$ cat config.mk
export PLATFORM = sky130hd
export DESIGN_NAME = fetch_ctrl
export DESIGN_NICKNAME = d
export VERILOG_FILES = /design/src/rtl/fetch_ctrl.sv
export SDC_FILE = /design/constraint.sdc
export NUM_CORES = 1
export LEC_CHECK = 0
export BUFFER_PORTS_ARGS = -buffer_cell sky130_fd_sc_hd__buf_4
export CORE_MARGIN = 1
export CORE_UTILIZATION = 47
export CTS_CLUSTER_SIZE = 28
export DETAILED_ROUTE_END_ITERATION = 8
export PLACE_DENSITY = 0.78
export SYNTH_ARGS = -nofsm -noshare
export SYNTH_HDL_FRONTEND = slang
export SYNTH_SLANG_ARGS = --single-unit
$ cat constraint.sdc
create_clock -name clk -period 2.1 [get_ports clk]
set_clock_uncertainty 0.1 [all_clocks]
set_input_delay 0.105 -clock clk [delete_from_list [all_inputs] [get_ports clk]]
set_output_delay 0.105 -clock clk [all_outputs]
set_load 0.02 [all_outputs]
$ cat src/rtl/fetch_ctrl.sv
// Instruction fetch controller: one outstanding imem request at a time,
// prioritised redirects (trap > ex branch > id jump) and a one-entry buffer to decode.
module fetch_ctrl #(
    parameter logic [31:0] RESET_PC  = 32'h0000_0000,
    parameter logic [31:0] NOP_INSTR = 32'h0000_0013
) (
    input  logic        clk,
    input  logic        rst,
    input  logic        hz_stall,
    input  logic        trap_valid,
    input  logic [31:0] trap_addr,
    input  logic        ex_br_valid,
    input  logic [31:0] ex_br_addr,
    input  logic        id_jmp_valid,
    input  logic [31:0] id_jmp_addr,
    output logic        imem_req,
    output logic [31:0] imem_addr,
    input  logic        imem_gnt,
    input  logic        imem_rvalid,
    input  logic [31:0] imem_rdata,
    output logic        if_valid,
    output logic [31:0] if_pc,
    output logic [31:0] if_instr,
    output logic        flush_o
);

    typedef enum logic [1:0] {IDLE, REQ, WAIT, DROP} state_e;

    state_e      state_q, state_d;
    logic [31:0] pc_q, pc_d;
    logic        if_valid_q, if_valid_d;
    logic [31:0] if_pc_q, if_pc_d;
    logic [31:0] if_instr_q, if_instr_d;
    logic        redirect;
    logic [31:0] redirect_addr;
    logic        load;

    // Redirect targets are word aligned by clearing the low two bits.
    always_comb begin
        redirect = trap_valid | ex_br_valid | id_jmp_valid;
        if (trap_valid) begin
            redirect_addr = trap_addr & ~32'h3;
        end else if (ex_br_valid) begin
            redirect_addr = ex_br_addr & ~32'h3;
        end else begin
            redirect_addr = id_jmp_addr & ~32'h3;
        end
    end

    always_ff @(posedge clk) begin
        if (rst) begin
            state_q    <= IDLE;
            pc_q       <= RESET_PC;
            if_valid_q <= 1'b0;
            if_pc_q    <= '0;
            if_instr_q <= NOP_INSTR;
        end else begin
            state_q    <= state_d;
            pc_q       <= pc_d;
            if_valid_q <= if_valid_d;
            if_pc_q    <= if_pc_d;
            if_instr_q <= if_instr_d;
        end
    end

    // A response is only kept when it completes in WAIT with no redirect.
    always_comb begin
        state_d = state_q;
        load    = 1'b0;
        case (state_q)
            IDLE: begin
                if (!redirect && (!if_valid_q || !hz_stall)) begin
                    state_d = REQ;
                end
            end
            REQ: begin
                if (imem_gnt) begin
                    state_d = redirect ? DROP : WAIT;
                end
            end
            WAIT: begin
                if (imem_rvalid) begin
                    state_d = IDLE;
                    load    = !redirect;
                end else if (redirect) begin
                    state_d = DROP;
                end
            end
            DROP: begin
                if (imem_rvalid) begin
                    state_d = IDLE;
                end
            end
            default: state_d = IDLE;
        endcase
    end

    always_comb begin
        pc_d       = pc_q;
        if_valid_d = if_valid_q;
        if_pc_d    = if_pc_q;
        if_instr_d = if_instr_q;
        if (redirect) begin
            pc_d       = redirect_addr;
            if_valid_d = 1'b0;
        end else if (load) begin
            pc_d       = pc_q + 32'd4;
            if_valid_d = 1'b1;
            if_pc_d    = pc_q;
            if_instr_d = imem_rdata;
        end else if (if_valid_q && !hz_stall) begin
            if_valid_d = 1'b0;
        end
    end

    always_comb begin
        imem_req  = (state_q == REQ);
        imem_addr = pc_q;
        flush_o   = redirect & ~rst;
        if_valid  = if_valid_q;
        if_pc     = if_pc_q;
        if_instr  = if_valid_q ? if_instr_q : NOP_INSTR;
    end

endmodule

== After elaboration in Yosys (flattened, before gate mapping) ==
Cells that the tools add are included.

* Flip-flop bits (word level): 99
* Word-level logic and storage cells: 46

* Add/subtract/negate cells: 1
* Equality and inequality tests: 7
* Multiplexer cells: 16
* Bitwise operators: 5
* Reduce and logical (&&, ||, !) cells: 12

{| class="wikitable"
|+ Operator list
! cell !! number
|-
| $mux W32 || 5
|-
| $add A32 B3 Y32 const B || 1
|-
| $mux W2 || 5
|-
| $pmux W2 S4 || 1
|-
| $mux W1 || 5
|-
| $eq A2 B2 Y1 const B || 2
|-
| $ne A2 B2 Y1 const B || 2
|-
| $reduce_and A4 Y1 || 1
|-
| $reduce_bool A2 Y1 || 2
|-
| $logic_not A1 Y1 || 3
|-
| $ne A3 B3 Y1 const B || 1
|-
| $eq A2 B1 Y1 const B || 1
|-
| $logic_and A1 B1 Y1 || 2
|-
| $logic_not A2 Y1 || 1
|-
| $ne A2 B1 Y1 const B || 1
|-
| $not A1 Y1 || 2
|-
| $or A1 B1 Y1 || 2
|-
| $reduce_and A2 Y1 || 1
|-
| $reduce_or A2 Y1 || 1
|-
| $and A1 B1 Y1 || 1
|-
| $logic_or A1 B1 Y1 || 1
|}

== Logic depth before layout (Yosys ltp) ==
Gate-level depths: netlist of run 1.

* Word-level depth: 7
* Depth in mapped cells: 7
* Gate-level depth less buffers: 6

== Worst setup path after synthesis of run 1 ==
No wires, ideal clock.

* Path type: register to register
* From: reg pc_q[18] (netlist: imem_addr[18])
* To: reg pc_q[29] (netlist: imem_addr[29])
* Setup time: 0.132 ns
* Arrival time: 1.844 ns
* Required time: 1.868 ns
* Setup slack: 0.024 ns
* Stages on the path, launching flop included: 8
* Path buffers: 2
* Clock period less this slack: 2.076 ns
* Path through: dfxtp_1 -> buf_4 -> nand4_1 -> or4_4 -> buf_6 -> o31a_1 -> o21ai_1 -> a21oi_1

* Longest elaborated chain between the ends: 3

{| class="wikitable"
|+ Ends and longest elaborated chain
! what !! RTL line !! text
|-
| from (decl) || 30 || <nowiki>logic [31:0] pc_q, pc_d;</nowiki>
|-
| from (signal assigned) || 59 || <nowiki>pc_q <= pc_d;</nowiki>
|-
| $add A32 B3 Y32 || 107 || <nowiki>pc_d = pc_q + 32'd4;</nowiki>
|-
| $mux W32 || 106 || <nowiki>end else if (load) begin</nowiki>
|-
| $mux W32 || 103 || <nowiki>if (redirect) begin</nowiki>
|}

Every way passes these cells. The select of a mux whose other input is x is not followed.
A chain may end at the register's enable or synchronous reset.

== Worst setup path after layout of run 1 ==
* From: reg pc_q[9] (netlist: imem_addr[9])
* To: reg pc_q[22] (netlist: imem_addr[22])

Same word-level chain as after synthesis.

==> results of run 1 <==
-- kinds of logic (layout without fill, tap and decap cells) --
logic type / Yosys count / after routing
and+or+nand+nor: 286 / 286
AOI/OAI and AO/OA: 175 / 175
DFF: 95 / 95
xor gates and xnor gates: 11 / 11
buffers and inverters: 66 / 330
muxes: 4 / 4
other: 1 / 4
adders and majority gates: 1 / 1
-- cells in the mapped netlist (10+ instances only) --
library cell / instances
buf_2: 10
dfxtp_1: 95
nand2_1: 154
nand4_1: 11
a22oi_1: 12
a21oi_1: 75
o21ai_0: 27
a221o_1: 12
nor2_1: 28
nor3_1: 11
nand3_1: 13
inv_1: 10
and2_1: 29
a211oi_1: 10
clkbuf_1: 31
-- stage by stage --
stage	cell area, sq um	util, %
global route	7370	74.4
CTS	7370	74.4
global placement	6790	68.5
detailed placement	6790	68.5
floorplan	4880	-
finish	7370	74.4
-- critical path: stages, from the launching register on --
cell     delay [ps]
dfxtp_1         350
buf_4           170
nand3_1         120
nor4_2          350
or4b_1          490
xor2_1          140
o22ai_1          90
-- path summary, 6_finish.rpt --
path	from	end	slack, ps	depth (start not counted)
max	imem_addr[9]	imem_addr[22]	160	6
min	trap_addr[21]	imem_addr[21]	20	3
max reg2reg	imem_addr[9]	imem_addr[22]	160	6
min reg2reg	if_instr_q[22]	if_instr_q[22]	350	2
-- power by group --
group / total [mW] / internal [mW] / switching, mW / leakage [nW]
logic: 0.789 / 0.412 / 0.378 / 2.24
clock network: 1.14 / 0.541 / 0.601 / 0.0892
registers: 1.88 / 1.85 / 0.0385 / 0.772
total: 3.81 / 2.80 / 1.02 / 3.10
-- flip-flops by register name, summed over array words and instances, names as in the netlist --
register / flops
if_pc: 30
if_valid: 1
if_instr_q: 32
imem_addr: 30
state_q: 2
-- cell type report --
type / instances / share of cell area, %
clock buffers: 11 / 1.78
clock inverters: 4 / 0.645
inverters: 10 / 0.509
multi-input cells: 481 / 36.1
flip-flops and latches: 95 / 25.8
well taps: 133 / 2.26
repair buffers: 305 / 32.9
-- metal layers --
layer	GRT usage [%]	vias up
met5	0	-
li1	-	2746
met1	36.3	2586
met3	4.09	25
met2	53.0	251
met4	10.3	0
==> results.py, run 1 <==
metrics = {
    "status": {
        "outcome": "finished, final reports clean",
    },
    "drt": {
        "drc": 0,
        "met3_length_um": 927,
        "first_iter_violations": 355,
        "vias_per_cell": 5.40,
        "wl_met1_mm": 6.91,
        "drt_pass1_iterations": 5,
        "ant_nets": 0,
        "routed_wl_mm": 16.3,
        "vias": 5608,
        "highest_layer": "met4",
        "dr_wl_met2_mm": 8.12,
        "wl_per_cell_um": 15.7,
    },
    "global_route": {
        "grt_pass1_wl_mm": 25.6,
        "antenna_found_initial": 0,
        "grtUsageTotal_pct": 29.6,
        "grt_max_degree": 63,
        "grt_pass1_vias": 5301,
        "grt_overflow": 0,
    },
    "final_layout": {
        "layout_common_cells": "buf_4, nand2_1, dfxtp_1",
        "final_nets": 1039,
        "multi_input_comb_area_sq_um": 2660,
        "fin_cells": 1039,
        "num-fill-cells": 800,
        "seqCellArea_sq_um": 1900,
        "n_antenna_cell": 0,
        "areaGrowthSynthToFinish_pct": 51.4,
        "final_common_cell": "buf_4",
        "drive_gt1_share_pct": 32.6,
    },
    "synthesis": {
        "yosys.area.top_type": "dfxtp_1",
        "ys_seq_elements": 95,
        "synth-simple-area-share_pct": 28.3,
        "synthMuxAreaShare_pct": 0.822,
        "synth_warnings": 0,
        "synthAdderAreaFrac_pct": 0.257,
        "synth.avg_cell_area_sq_um": 7.62,
        "synth_ff_type": "dfxtp_1",
        "syn-cell-area_sq_um": 4870,
        "syn_inst": 639,
        "synth_cell_types": 59,
        "synth_compound_area_share_pct": 22.5,
        "yosys.area.top_type_share_pct": 39.1,
        "synthTopCellsByArea": "dfxtp_1, nand2_1, a21oi_1",
        "synth_top_family_by_area": "simple AND/OR/NAND/NOR gates",
        "async_reset_ff_share_pct": 0,
        "synth_edf_count": 0,
        "ys_seq_area_share_pct": 39.1,
        "synth_xor_area_share_pct": 1.98,
    },
    "placed_design": {
        "place_hpwl_mm": 11.7,
        "io_buffer_count": 224,
        "gp_congestion": 0.912,
        "dp.cells": 984,
        "place_ws_ps": 166,
    },
    "clock_tree": {
        "numCtsBuffers": 9,
        "ctsHoldBuffers": 40,
        "cts.path.max_buffers": 2,
        "cts_num_sinks": 95,
        "root_buffer": "clkbuf_8",
        "cts_max_level": 3,
        "postCtsSetupRepairBufs": 0,
        "clk_pin_slew_ps": 80,
        "insertion_delay_ps": 370,
        "cts_resized": 0,
        "cts_tree": "yes",
    },
    "timing": {
        "hold-worst-slack_ps": 23.1,
        "drv_slew": 0,
        "max_freq_ghz": 0.516,
        "final.setup.tns_ps": 0,
        "min_period_ps": 1940,
        "setup-violations-final": 0,
        "hold_viol": 0,
        "slew_headroom_pct": 62.3,
        "worstMarginPinSlew_ps": 565,
        "grt_setup_unrepaired": "no",
        "finalCritPeriodShare_pct": 92.3,
        "worst_slack_ps": 162,
    },
    "floorplan": {
        "core_region_area_sq_um": 9910,
        "die_x_um": 104,
        "num_io_pins": 235,
        "start_util_pct": 49.1,
        "die-area_sq_um": 10800,
        "die_h_um": 104,
        "rows": 36,
    },
    "pwr": {
        "p_leak_nw": 3.10,
        "powerDensity_nw_per_um2": 518,
        "peakVddDrop_mv": 0.288,
        "total_power_mw": 3.81,
    },
    "run": {
        "drv_cap": 0,
    },
    "worst_setup_path": {
        "path_max_fanout": 9,
        "crit_type": "flip-flop to flip-flop",
        "critPathCaptureType": "flip-flop",
        "critical_path_required_ps": 2230,
        "startpoint_type": "flip-flop",
        "crit_arrival_ps": 2070,
    },
    "min_path": {
        "min_path_type": "primary input to flip-flop",
    },
}
Power figures use the tool's default switching activity.
==> run 2: changes to the inputs <==
--- a/config.mk
+++ b/config.mk
@@ -6,7 +6,7 @@
 export NUM_CORES = 1
 export LEC_CHECK = 0
 export BUFFER_PORTS_ARGS = -buffer_cell sky130_fd_sc_hd__buf_4
-export CORE_MARGIN = 1
+export CORE_MARGIN = 4
 export CORE_UTILIZATION = 47
 export CTS_CLUSTER_SIZE = 28
 export DETAILED_ROUTE_END_ITERATION = 8
==> constraint.sdc (replaced) <==
create_clock -name clk -period 2.1 [get_ports clk]
set_clock_uncertainty 0.1 [all_clocks]
set_input_delay 0.105 -clock clk [delete_from_list [all_inputs] [get_ports clk]]
set_output_delay 0.105 -clock clk [all_outputs]
set_load 0.01 [all_outputs]
==> run 2 against run 1 <==
Die area is 12% higher. Combinational power decreased by 4.6%. Count of clock-buffer cells in the layout down 1. Highest routed layer unchanged.
==> results.py, run 2 (synthesis gave the netlist of run 1 again) <==
metrics = {
    "worst_setup_path": {
        "cp_slowest_stage_delay_ps": 400,
        "crit_family": "simple AND/OR/NAND/NOR gates",
        "crit_arrival_ps": 2080,
        "path_max_fanout": 10,
        "startpoint": "state_q[1]",
        "crit_buf_inv": 1,
        "startpoint_type": "flip-flop",
        "crit_path_end": "imem_addr[29]",
        "r2r_cells": 6,
        "critPathCaptureType": "flip-flop",
        "critical_path_required_ps": 2240,
        "path_cells": "and3b_1 > buf_4 > nand3_1 > o31a_1 > o21ai_1 > a21oi_1",
        "rrSetupSlack_ps": 150,
        "crit_cells": 6,
        "rr_startpoint": "state_q[1]",
        "reg2reg_to": "imem_addr[29]",
        "slowest_stage": "dfxtp_1",
        "crit_type": "flip-flop to flip-flop",
    },
    "timing": {
        "hold_viol": 0,
        "min_period_ps": 1950,
        "setup-violations-final": 0,
        "max_freq_ghz": 0.513,
        "final.setup.tns_ps": 0,
        "slew_headroom_pct": 60.7,
        "drv_slew": 0,
        "worstMarginPinSlew_ps": 589,
        "grt_setup_unrepaired": "no",
        "finalCritPeriodShare_pct": 92.8,
    },
    "drt": {
        "ant_nets": 0,
        "vias": 5660,
        "wl_per_cell_um": 16.5,
        "first_iter_violations": 456,
        "drt_pass1_iterations": 7,
        "vias_per_cell": 5.45,
        "routed_wl_mm": 17.2,
        "drc": 0,
    },
    "final_layout": {
        "drive_gt1_share_pct": 32.8,
        "largest_reg_flops": 32,
        "final_nets": 1039,
        "num-fill-cells": 766,
        "regMostFlops": "if_instr_q",
        "areaGrowthSynthToFinish_pct": 51.4,
        "n_antenna_cell": 0,
        "final_common_cell": "buf_4",
        "layout_common_cells": "buf_4, nand2_1, dfxtp_1",
    },
    "floorplan": {
        "start_util_pct": 49.1,
        "rows": 36,
        "core_region_area_sq_um": 9910,
        "die_x_um": 110,
        "die_h_um": 110,
        "num_io_pins": 235,
        "die-area_sq_um": 12100,
    },
    "global_route": {
        "grt_overflow": 0,
        "grt_pass1_wl_mm": 26.5,
        "grtUsageTotal_pct": 27.9,
        "antenna_found_initial": 0,
        "grt_pass1_vias": 5425,
        "grt_max_degree": 63,
    },
    "status": {
        "outcome": "finished, final reports clean",
    },
    "min_path": {
        "min_path_type": "primary input to flip-flop",
    },
    "clock_tree": {
        "cts_tree": "yes",
        "numCtsBuffers": 9,
        "cts_num_sinks": 95,
        "insertion_delay_ps": 360,
        "clk_pin_slew_ps": 100,
        "cts_max_level": 3,
        "cts.path.max_buffers": 2,
        "root_buffer": "clkbuf_8",
    },
    "placed_design": {
        "gp_congestion": 0.873,
        "io_buffer_count": 224,
        "place_hpwl_mm": 12.4,
    },
    "pwr": {
        "powerDensity_nw_per_um2": 524,
        "p_leak_nw": 3.11,
        "total_power_mw": 3.86,
        "peakVddDrop_mv": 0.372,
    },
    "run": {
        "drv_cap": 0,
    },
}
==> run 2: changes by cell type in the layout (fill, tap and decap cells not counted), sizes merged <==
cell	before	now
dlygate4sd3	40	39
inv	10	12
clkbuf	11	10
buf	265	266
clkinvlp	1	0
==> run 2: stage by stage <==
stage / hold slack [ps] / cells / setup slack (ps) / area (sq um) / utilization (%)
6_report: 15.5 / 1039 / 152 / 7370 / 74.4
3_3_place_gp: 227 / 985 / 200 / 6790 / 68.5
4_1_cts: 16.3 / 1039 / 160 / 7370 / 74.4
3_5_place_dp: 228 / 985 / 172 / 6790 / 68.5
5_1_grt: 42.8 / 1039 / 64.0 / 7370 / 74.4
2_1_floorplan: 129 / 642 / 118 / 4880 / -
==> run 2: area by class of cell <==
class / instances / area (sq um) / share of cell area, %
Multi-Input combinational cell: 481 / 2660 / 36.1
Sequential cell: 95 / 1900 / 25.8
Tap cell: 133 / 166 / 2.26
Clock inverter: 5 / 67.6 / 0.916
Timing Repair Buffer: 305 / 2410 / 32.7
Inverter: 10 / 37.5 / 0.509
Clock buffer: 10 / 128 / 1.73
==> run 2: worst min path at each step <==
stage / cells past startpoint / slack (ps) / end / start
2_1_floorplan: 2 / 130 / if_instr_q[0] / imem_rdata[0]
3_3_place_gp: 3 / 230 / if_instr_q[1] / imem_rdata[1]
3_5_place_dp: 3 / 230 / if_instr_q[0] / imem_rdata[0]
4_1_cts: 3 / 20 / imem_addr[28] / trap_addr[28]
5_1_grt: 3 / 40 / imem_addr[28] / trap_addr[28]
6_report: 3 / 20 / imem_addr[31] / trap_addr[31]
==> run 2: worst register-to-register path, stage by stage, from the launching register on <==
cell and delay (ps):
dfxtp_1 400, and3b_1 240, buf_4 190, nand3_1 320
o31a_1 360, o21ai_1 130, a21oi_1 70
==> run 2: timing repair <==
item,CTS,global route
buffers inserted,0,0
hold buffers,39,0
endpoints found under the hold margin,38,0
resized for setup,0,0
==> run 2: per-layer routing <==
layer / track usage [%] / wire length [um]
met2: 47.0 / 8160
met1: 36.2 / 7320
met5: 0 / 0
met4: 9.08 / 439
met3: 4.70 / 1250
==> run 2: power breakdown <==
group	internal, mW	total [mW]	switching (mW)	leakage [nW]
clock network	0.562	1.22	0.661	0.0988
registers	1.85	1.88	0.0390	0.772
logic	0.409	0.753	0.344	2.24
